[config.mk]
export PLATFORM = sky130hd
export DESIGN_NAME = fpga_robots_game_tm_cmd
export DESIGN_NICKNAME = d
export VERILOG_FILES = /design/src/rtl/fpga_robots_game_tm_cmd_pkg.sv /design/src/rtl/fpga_robots_game_tm_walker.sv /design/src/rtl/fpga_robots_game_tm_cmd.sv
export SDC_FILE = /design/constraint.sdc
export NUM_CORES = 1
export LEC_CHECK = 0
export BUFFER_PORTS_ARGS = -buffer_cell sky130_fd_sc_hd__buf_4
export CAP_MARGIN = 0
export CORE_MARGIN = 2
export CORE_UTILIZATION = 50
export DETAILED_ROUTE_END_ITERATION = 8
export PLACE_DENSITY = 0.77
export RECOVER_POWER = 25
export SYNTH_ARGS = -nofsm -noshare
export SYNTH_HDL_FRONTEND = slang
export SYNTH_HIERARCHICAL = 1
export SYNTH_SLANG_ARGS = --single-unit
[constraint.sdc]
create_clock -name clk -period 2.77 [get_ports clk]
set_clock_uncertainty 0.15 [all_clocks]
set_input_delay 0.1385 -clock clk [delete_from_list [all_inputs] [get_ports clk]]
set_output_delay 0.1385 -clock clk [all_outputs]
set_load 0.02 [all_outputs]
[src/rtl/fpga_robots_game_tm_cmd_pkg.sv]
// Shared definitions for the tile-map command engine: op codes, FSM encodings,
// tile map geometry and small datapath helpers.
package fpga_robots_game_tm_cmd_pkg;

    localparam int TM_COLS     = 128;
    localparam int TM_VIS_ROWS = 48;
    localparam int TM_ADR_W    = 13;

    localparam logic [1:0] TMCMD_FILL  = 2'd0;
    localparam logic [1:0] TMCMD_RMW   = 2'd1;
    localparam logic [1:0] TMCMD_COUNT = 2'd2;
    localparam logic [1:0] TMCMD_NOP   = 2'd3;

    localparam logic [2:0] ST_IDLE  = 3'd0;
    localparam logic [2:0] ST_FILL  = 3'd1;
    localparam logic [2:0] ST_RD    = 3'd2;
    localparam logic [2:0] ST_WR    = 3'd3;
    localparam logic [2:0] ST_CNT   = 3'd4;
    localparam logic [2:0] ST_DRAIN = 3'd5;
    localparam logic [2:0] ST_DONE  = 3'd6;

    typedef struct packed {
        logic [1:0] op;
        logic [7:0] data;
        logic [7:0] mask;
    } cmd_t;

    function automatic logic [7:0] rmw_merge(input logic [7:0] old_v,
                                             input logic [7:0] ins_v,
                                             input logic [7:0] mask_v);
        return (old_v & ~mask_v) | (ins_v & mask_v);
    endfunction

    function automatic logic masked_hit(input logic [7:0] rd_v,
                                        input logic [7:0] data_v,
                                        input logic [7:0] mask_v);
        return (rd_v & mask_v) == (data_v & mask_v);
    endfunction

endpackage

[src/rtl/fpga_robots_game_tm_walker.sv]
// Rectangle walker: column-fastest scan of a tile map rectangle, wrapping
// column mod 2^COL_W and row mod 2^ROW_W, with a last-byte flag.
module fpga_robots_game_tm_walker #(
    parameter int COL_W = 7,
    parameter int ROW_W = 6
) (
    input  logic                   clk,
    input  logic                   rst,
    input  logic                   start,
    input  logic                   step,
    input  logic [COL_W-1:0]       start_col,
    input  logic [ROW_W-1:0]       start_row,
    input  logic [COL_W-1:0]       w,
    input  logic [ROW_W-1:0]       h,
    output logic [ROW_W+COL_W-1:0] adr,
    output logic                   last
);

    logic [COL_W-1:0] col_q, col_d;
    logic [ROW_W-1:0] row_q, row_d;
    logic [COL_W-1:0] x_q, x_d;
    logic [ROW_W-1:0] y_q, y_d;
    logic [COL_W-1:0] base_col_q, base_col_d;
    logic [COL_W-1:0] w_q, w_d;
    logic [ROW_W-1:0] h_q, h_d;

    always_comb begin
        col_d      = col_q;
        row_d      = row_q;
        x_d        = x_q;
        y_d        = y_q;
        base_col_d = base_col_q;
        w_d        = w_q;
        h_d        = h_q;
        if (start) begin
            col_d      = start_col;
            row_d      = start_row;
            x_d        = '0;
            y_d        = '0;
            base_col_d = start_col;
            w_d        = w;
            h_d        = h;
        end else if (step) begin
            // x/y count progress inside the rectangle; col/row are the wrapped address.
            if (x_q == w_q) begin
                x_d   = '0;
                col_d = base_col_q;
                y_d   = y_q + 1'b1;
                row_d = row_q + 1'b1;
            end else begin
                x_d   = x_q + 1'b1;
                col_d = col_q + 1'b1;
            end
        end
    end

    always_ff @(posedge clk or negedge rst) begin
        if (!rst) begin
            col_q      <= '0;
            row_q      <= '0;
            x_q        <= '0;
            y_q        <= '0;
            base_col_q <= '0;
            w_q        <= '0;
            h_q        <= '0;
        end else begin
            col_q      <= col_d;
            row_q      <= row_d;
            x_q        <= x_d;
            y_q        <= y_d;
            base_col_q <= base_col_d;
            w_q        <= w_d;
            h_q        <= h_d;
        end
    end

    assign adr  = {row_q, col_q};
    assign last = (x_q == w_q) && (y_q == h_q);

endmodule

[src/rtl/fpga_robots_game_tm_cmd.sv]
// Tile-map command engine: FILL, masked RMW and masked COUNT over a rectangle.
// Define FPGA_ROBOTS_TMCMD_VBI_GATE_EN to restrict tile map accesses to vbi=1 cycles.
module fpga_robots_game_tm_cmd
    import fpga_robots_game_tm_cmd_pkg::*;
#(
    parameter int COL_W = 7,
    parameter int ROW_W = 6
) (
    input  logic                   clk,
    input  logic                   rst,
    input  logic                   cmd_valid,
    output logic                   cmd_ready,
    input  logic [1:0]             cmd_op,
    input  logic [COL_W-1:0]       cmd_col,
    input  logic [ROW_W-1:0]       cmd_row,
    input  logic [COL_W-1:0]       cmd_w,
    input  logic [ROW_W-1:0]       cmd_h,
    input  logic [7:0]             cmd_data,
    input  logic [7:0]             cmd_mask,
    output logic                   busy,
    output logic                   done,
    output logic [ROW_W+COL_W-1:0] count,
    output logic [ROW_W+COL_W-1:0] tm_adr,
    output logic [7:0]             tm_wrt,
    output logic                   tm_wen,
    input  logic [7:0]             tm_red,
    input  logic                   vbi,
    output logic [2:0]             dbg_state
);

    // Handshake: a command transfers on a rising edge where cmd_valid && cmd_ready;
    // cmd_ready is high only in IDLE, and cmd_* need only be stable in that cycle.

    logic [2:0]             state_q, state_d;
    cmd_t                   cmd_q, cmd_d;
    logic [ROW_W+COL_W-1:0] count_q, count_d;
    logic                   rd_pend_q, rd_pend_d;
    logic [7:0]             red_q, red_d;
    logic [7:0]             rd_now;
    logic                   accept;
    logic                   go;
    logic                   walk_start;
    logic                   walk_step;
    logic                   walk_last;

`ifdef FPGA_ROBOTS_TMCMD_VBI_GATE_EN
    assign go = vbi;
`else
    logic unused_vbi;
    assign unused_vbi = vbi;
    assign go = 1'b1;
`endif

    assign accept     = cmd_valid && (state_q == ST_IDLE);
    assign walk_start = accept && (cmd_op != TMCMD_NOP);

    fpga_robots_game_tm_walker #(
        .COL_W (COL_W),
        .ROW_W (ROW_W)
    ) u_walker (
        .clk       (clk),
        .rst       (rst),
        .start     (walk_start),
        .step      (walk_step),
        .start_col (cmd_col),
        .start_row (cmd_row),
        .w         (cmd_w),
        .h         (cmd_h),
        .adr       (tm_adr),
        .last      (walk_last)
    );

    always_comb begin
        state_d   = state_q;
        cmd_d     = cmd_q;
        count_d   = count_q;
        rd_pend_d = 1'b0;
        red_d     = red_q;
        walk_step = 1'b0;
        tm_wen    = 1'b0;
        tm_wrt    = 8'h00;
        // Read data arrives the cycle after issue; keep a copy in case the write stalls.
        rd_now    = rd_pend_q ? tm_red : red_q;
        if (rd_pend_q) begin
            red_d = tm_red;
            if (cmd_q.op == TMCMD_COUNT && masked_hit(tm_red, cmd_q.data, cmd_q.mask)) begin
                count_d = count_q + 1'b1;
            end
        end

        case (state_q)
            ST_IDLE: begin
                if (accept) begin
                    cmd_d   = '{op: cmd_op, data: cmd_data, mask: cmd_mask};
                    count_d = '0;
                    case (cmd_op)
                        TMCMD_FILL:  state_d = ST_FILL;
                        TMCMD_RMW:   state_d = ST_RD;
                        TMCMD_COUNT: state_d = ST_CNT;
                        default:     state_d = ST_DONE;
                    endcase
                end
            end
            ST_FILL: begin
                tm_wrt = cmd_q.data;
                if (go) begin
                    tm_wen = 1'b1;
                    if (walk_last) state_d = ST_DONE;
                    else           walk_step = 1'b1;
                end
            end
            ST_RD: begin
                if (go) begin
                    rd_pend_d = 1'b1;
                    state_d   = ST_WR;
                end
            end
            ST_WR: begin
                tm_wrt = rmw_merge(rd_now, cmd_q.data, cmd_q.mask);
                if (go) begin
                    tm_wen = 1'b1;
                    if (walk_last) begin
                        state_d = ST_DONE;
                    end else begin
                        walk_step = 1'b1;
                        state_d   = ST_RD;
                    end
                end
            end
            ST_CNT: begin
                if (go) begin
                    rd_pend_d = 1'b1;
                    if (walk_last) state_d = ST_DRAIN;
                    else           walk_step = 1'b1;
                end
            end
            // The final read is always pending here, so its compare completes this cycle.
            ST_DRAIN: state_d = ST_DONE;
            ST_DONE:  state_d = ST_IDLE;
            default:  state_d = ST_IDLE;
        endcase
    end

    always_ff @(posedge clk or negedge rst) begin
        if (!rst) begin
            state_q   <= ST_IDLE;
            cmd_q     <= '0;
            count_q   <= '0;
            rd_pend_q <= 1'b0;
            red_q     <= 8'h00;
        end else begin
            state_q   <= state_d;
            cmd_q     <= cmd_d;
            count_q   <= count_d;
            rd_pend_q <= rd_pend_d;
            red_q     <= red_d;
        end
    end

    assign cmd_ready = (state_q == ST_IDLE);
    assign busy      = !cmd_ready;
    assign done      = (state_q == ST_DONE);
    assign count     = count_q;
    assign dbg_state = state_q;

endmodule
* Word-level counts from Yosys, hierarchy flattened
Index checks and enable logic that the tools add are counted.
** Cells by class
- Add/sub/neg operators :: 5
- Multiply operators :: 0
- Div/mod/pow operators :: 0
- $lt $le $gt $ge :: 0
- Eq/ne operators :: 16
- Shifts and indexed selects :: 0
- Mux-type cells :: 28
- Bitwise operators :: 5
- Reductions and logical operators :: 15
** Operators with widths (number)
- 2-to-1 mux 13 bit :: 4
- 2-to-1 mux 7 bit :: 6
- 2-to-1 mux 6 bit :: 6
- bitwise AND 8 bit :: 3
- one-hot mux 3 bit (6 select lines) :: 1
- one-hot mux 8 bit (2 select lines) :: 1
- adder 7 x 1 -> 7 bit, second input constant :: 2
- adder 13 x 1 -> 13 bit, second input constant :: 1
- adder 6 x 1 -> 6 bit, second input constant :: 2
- 2-to-1 mux 3 bit :: 4
- == test 3 bit, second input constant :: 3
- one-hot mux 3 bit (3 select lines) :: 1
- == test 8 bit :: 1
- 2-to-1 mux 8 bit :: 1
- NOT 8 bit :: 1
- bitwise OR 8 bit :: 1
- == test 7 bit :: 1
- == test 3 x 2 -> 1 bit, second input constant :: 2
- == test 6 bit :: 1
- != test 2 x 1 -> 1 bit, second input constant :: 3
- == test 2 bit, second input constant :: 2
- logical AND 1 bit :: 4
- 2-to-1 mux 1 bit :: 4
- AND reduction 2 bit :: 2
- other kinds (10) :: 12
** Word-level totals
- Flip-flop bits (word level) :: 89
- Bits in latches :: 0
- Bits in writable memories :: 0
- ROM bits :: 0
- Input bits :: 56
- Output and inout port bits :: 41
- Word-level logic and storage cells :: 83
- Memories kept :: 0

* Longest topological paths before layout
- Depth after elaboration :: 7
- Depth in mapped cells :: 13
- Mapped depth without buffers :: 10

* Hierarchy
Netlist, hierarchy kept.
** Modules (own cells, without submodules)
- fpga_robots_game_tm_walker :: instances 1, cells an instance 233, area each 2441.1 µm², seq. area each 1151.1 µm²
- fpga_robots_game_tm_cmd :: instances 1, cells an instance 240, area each 2228.4 µm², seq. area each 1076.0 µm²

* Least setup slack after synthesis
Ideal clock, no wire load.
- Path type :: register to register
- Start point :: register state_q[2] (netlist: dbg_state[2])
- End point :: register u_walker.base_col_q[5]
- Setup time :: 0.134 ns
- Arrival time :: 2.863 ns
- Data required time :: 2.486 ns
- Slack :: -0.377 ns
- Stages on the path, launching flop included :: 10
- Path buffers :: 5
- Clock period less this slack :: 3.147 ns
- Cells stage by stage :: dfrtp_1 > clkbuf_1 > nor3_1 > nand2_1 > clkbuf_1 > a21oi_1 > clkbuf_1 > buf_1 > clkbuf_1 > o21ai_0
** On the way
- Cells in the longest elaborated chain, start to end :: 3
** RTL lines
- start, declared :: line fpga_robots_game_tm_cmd.sv:34 : logic [2:0] state_q, state_d;
- start signal, assigned :: line fpga_robots_game_tm_cmd.sv:152 : state_q <= state_d;
- logical NOT 3 bit
- via cmd_ready :: line fpga_robots_game_tm_cmd.sv:12 : output logic cmd_ready,
- logical AND 1 bit :: line fpga_robots_game_tm_cmd.sv:54 : assign accept = cmd_valid && (state_q == ST_IDLE);
- logical AND 1 bit :: line fpga_robots_game_tm_cmd.sv:55 : assign walk_start = accept && (cmd_op != TMCMD_NOP);
- via walk_start :: line fpga_robots_game_tm_cmd.sv:42 : logic walk_start;
- end signal, assigned :: line fpga_robots_game_tm_walker.sv:71 : base_col_q <= base_col_d;
- end, declared :: line fpga_robots_game_tm_walker.sv:23 : logic [COL_W-1:0] base_col_q, base_col_d;
The timed path passes the listed nets, and every way through them passes these cells.
A chain may end at the register's enable or synchronous reset.

* Worst setup path after layout
- Start point :: register u_walker.x_q[5]
- End point :: register u_walker.col_q[0]
** On the way
- Cells in the longest elaborated chain, start to end :: 5
- Elaborated cells between the ends (all ways) :: 8
- Those cells by class :: eq/ne: 1; mux: 5; reduce/logical: 2
** RTL lines
- start, declared :: line fpga_robots_game_tm_walker.sv:21 : logic [COL_W-1:0] x_q, x_d;
- start signal, assigned :: line fpga_robots_game_tm_walker.sv:61 : x_q <= '0;
- start signal, assigned :: line fpga_robots_game_tm_walker.sv:69 : x_q <= x_d;
- == test 7 bit :: line fpga_robots_game_tm_walker.sv:78 : assign last = (x_q == w_q) && (y_q == h_q);
- logical AND 1 bit :: line fpga_robots_game_tm_walker.sv:78
- via walk_last :: line fpga_robots_game_tm_cmd.sv:44 : logic walk_last;
- 2-to-1 mux 1 bit :: line fpga_robots_game_tm_cmd.sv:108, fpga_robots_game_tm_cmd.sv:122, fpga_robots_game_tm_cmd.sv:133
- 2-to-1 mux 1 bit
- via walk_step :: line fpga_robots_game_tm_cmd.sv:43 : logic walk_step;
- nonzero test 2 bit (no source line)
- end signal, assigned :: line fpga_robots_game_tm_walker.sv:67 : col_q <= col_d;
- end, declared :: line fpga_robots_game_tm_walker.sv:19 : logic [COL_W-1:0] col_q, col_d;
The timed path passes the listed nets, and every way through them passes these cells. The select of a mux whose other input is x is not followed.

==> results.toml <==
[outcome]
status = "finished clean"

[die]
io_pins = 97
die-area_um2 = 10100
chipWidth_um = 101
core_um2 = 9150
die_y_um = 101
initial_utilization_pct = 51.0
row_count = 35

[grt]
grt_antenna_before_repair = 0
met3_usage_pct = 4.58
grt_pass1_wl_mm = 19.0
use_met1_pct = 29.8
grt_pass1_vias = 4074
grt_overflow = 0
grtUsageMet2_pct = 41.5
top_usage_layer = "met2"
grtUsageTotal_pct = 23.6
grt_max_degree = 90

[synth]
ys_types = 50
avgSynthCellArea_um2 = 9.87
synth.top_cell.area_share_pct = 47.7
synth.most_common_cell = "dfrtp_1"
ys_ff_latch = 89
synth.area.top_cells = "dfrtp_1 48%, mux2_2 6.3%, nand2_1 6.3%"
yosysSeqAreaShare_pct = 47.7
synth_area_um2 = 4670
synthCells = 473
synth_edf_count = 0
ys.flop_type = "dfrtp_1"
async_reset_ff_share_pct = 100
syn-num-nets = 534
yosys_warnings = 6
synth_top_cell_by_area = "dfrtp_1"
synthTopCellsByCount = "89 x dfrtp_1, 78 x nand2_1, 26 x mux2_2"

[place]
routabilityCongestion = 0.788
dpl_cell_area_um2 = 5580
port_buffers = 95
hpwl_mm = 7.26

[critical_path]
cpPeakStageDelay_ns = 0.45
worst_path_max_delay_cell = "dfrtp_1"
crit_chain = "xnor2_1 -> nand4_4 -> or3_1 -> nor4_4 -> a21oi_2 -> buf_4 -> nand3_1 -> o311ai_0 -> a311o_1"
cp-start-kind = "register"
path_class = "register to register"
endpoint_kind = "register"
worst_ep_required_time_ns = 2.86
r2r_slack_ns = 0.22
worstPathArrival_ns = 2.64
crit_fanout = 23

[routing]
drt-pass1-iter-count = 4
drc_errors = 0
dr.first_iter.drc_count = 170
wirelength_mm = 11.4
vias = 4008
via_per_inst = 5.44
wl_per_cell_um = 15.4
drtAntennaViolNets = 0

[cts]
cts_tree = "done"
cts_sinks = 89
cts_buffers = 9
clk_path_buf_depth = 2
post_cts_buffers = 0
htree_levels = 3
clk_pin_slew_ns = 0.09
cts-root-buf = "clkbuf_8"
worstSkewPairLatency_ns = 0.35

[power_and_ir_drop]
peakVddDrop_mv = 0.599
power_density_nw_per_um2 = 1010
p_leak_nw = 2.88

[sta]
setup_viol = 0
period_minus_slack_ns = 2.55
rsz0062_at_grt = "false"
hold_viol = 0
worstMarginPinSlew_ns = 1.20
max_freq_mhz = 392
post-route-period-util_pct = 92.0
relSlewSlack_pct = 19.8
slew_violations = 0

[cells_and_area]
fin_nets = 682
finish.utilization_pct = 68.9
drive_gt1_share_pct = 26.2
finalInstanceArea_um2 = 6310
antenna_cells = 0
area_growth_pct = 35.1

[worst_hold_path]
min_path_type = "register to register"

[flow_run]
maxCapViolCount = 0
[flip-flops by register name (all words and copies together) (netlist names)]
signal and count:
u_walker/w_q 7, rd_pend_q 1, u_walker/row_q 6, count 13, u_walker/base_col_q 7, cmd_q 18
u_walker/h_q 6, u_walker/y_q 6, u_walker/col_q 7, u_walker/x_q 7, dbg_state 3, red_q 8
[stage by stage]
step	power (mW)	setup WS (ns)	hold WS, ns	cells	TNS (ns)
2_1_floorplan	4.39	-0.0738	-0.307	473	-0.0738
3_3_place_gp	5.24	0.302	0.0729	667	0
3_5_place_dp	5.38	0.220	0.0723	667	0
4_1_cts	6.38	0.211	0.221	737	0
5_1_grt	6.80	0.0230	0.373	737	0
6_report	6.35	0.221	0.357	737	0
[critical path, delay by kind of cell, from the launching register on]
kind	cells	cell delay [ns]
and+or+nand+nor	4	0.85
AOI/OAI and AO/OA	3	0.51
DFF	1	0.45
xor gates and xnor gates	1	0.27
buffers and inverters	1	0.22
[logic make-up (layout without fill, tap and decap cells)]
family,Yosys count,after routing,synth area share [%]
and+or+nand+nor,190,190,20.5
muxes,42,42,9.81
AOI/OAI and AO/OA,77,77,10.4
buffers and inverters,36,189,3.72
DFF,89,89,47.7
adders and majority gates,5,5,1.34
xor gates and xnor gates,34,34,6.54
[cells in the final DEF, fill, tap and decap left out, types with 13 or more instances in the layout]
| cell | synthesis | layout |
|---|---|---|
| nor2_1 | 25 | 25 |
| xnor2_1 | 21 | 20 |
| nand3_1 | 13 | 13 |
| o21ai_0 | 25 | 25 |
| dlygate4sd3_1 | 0 | 54 |
| nand2_1 | 78 | 78 |
| dfrtp_1 | 89 | 89 |
| a21oi_1 | 20 | 18 |
| mux2i_1 | 15 | 15 |
| buf_4 | 0 | 105 |
| mux2_2 | 26 | 26 |
[layout make-up]
cell class              count  area, µm²
inverters                  10       37.5
flip-flops and latches     89       2230
clock buffers              11        141
multi-input cells         348       2320
fillers                   675       2850
well taps                 111        139
clock inverters             5       62.6
repair buffers            163       1380
[routing by layer]
layer | part of all wire [%] | vias up
li1 | - | 1948
met1 | 44 | 1951
met2 | 52 | 102
met3 | 3.7 | 7
met4 | 0.77 | 0
met5 | 0 | -
[power by group]
group | switching, mW | total, mW | internal [mW]
combinational | 1.57 | 2.97 | 1.40
clock | 0.468 | 0.917 | 0.449
sequential | 0.567 | 2.46 | 1.89
total | 2.61 | 6.35 | 3.74
[what timing repair did]
item,CTS,global route
hold buffers,54,0
resized for setup,0,0
hold endpoints to repair,151,0
endpoints found under the setup margin,0,0
[path summary, 6_finish.rpt]
| path | cells past startpoint | to | from |
|---|---|---|---|
| worst max-delay path | 9 | u_walker/col_q[0] | u_walker/x_q[5] |
| worst min-delay path | 1 | red_q[6] | red_q[6] |
| worst max register to register | 9 | u_walker/col_q[0] | u_walker/x_q[5] |
| worst min register to register | 1 | red_q[6] | red_q[6] |
| max in group asynchronous | 3 | u_walker/y_q[3] | rst |
| min in group asynchronous | 3 | red_q[0] | rst |
No activity file was read; power rests on OpenSTA's default activity.
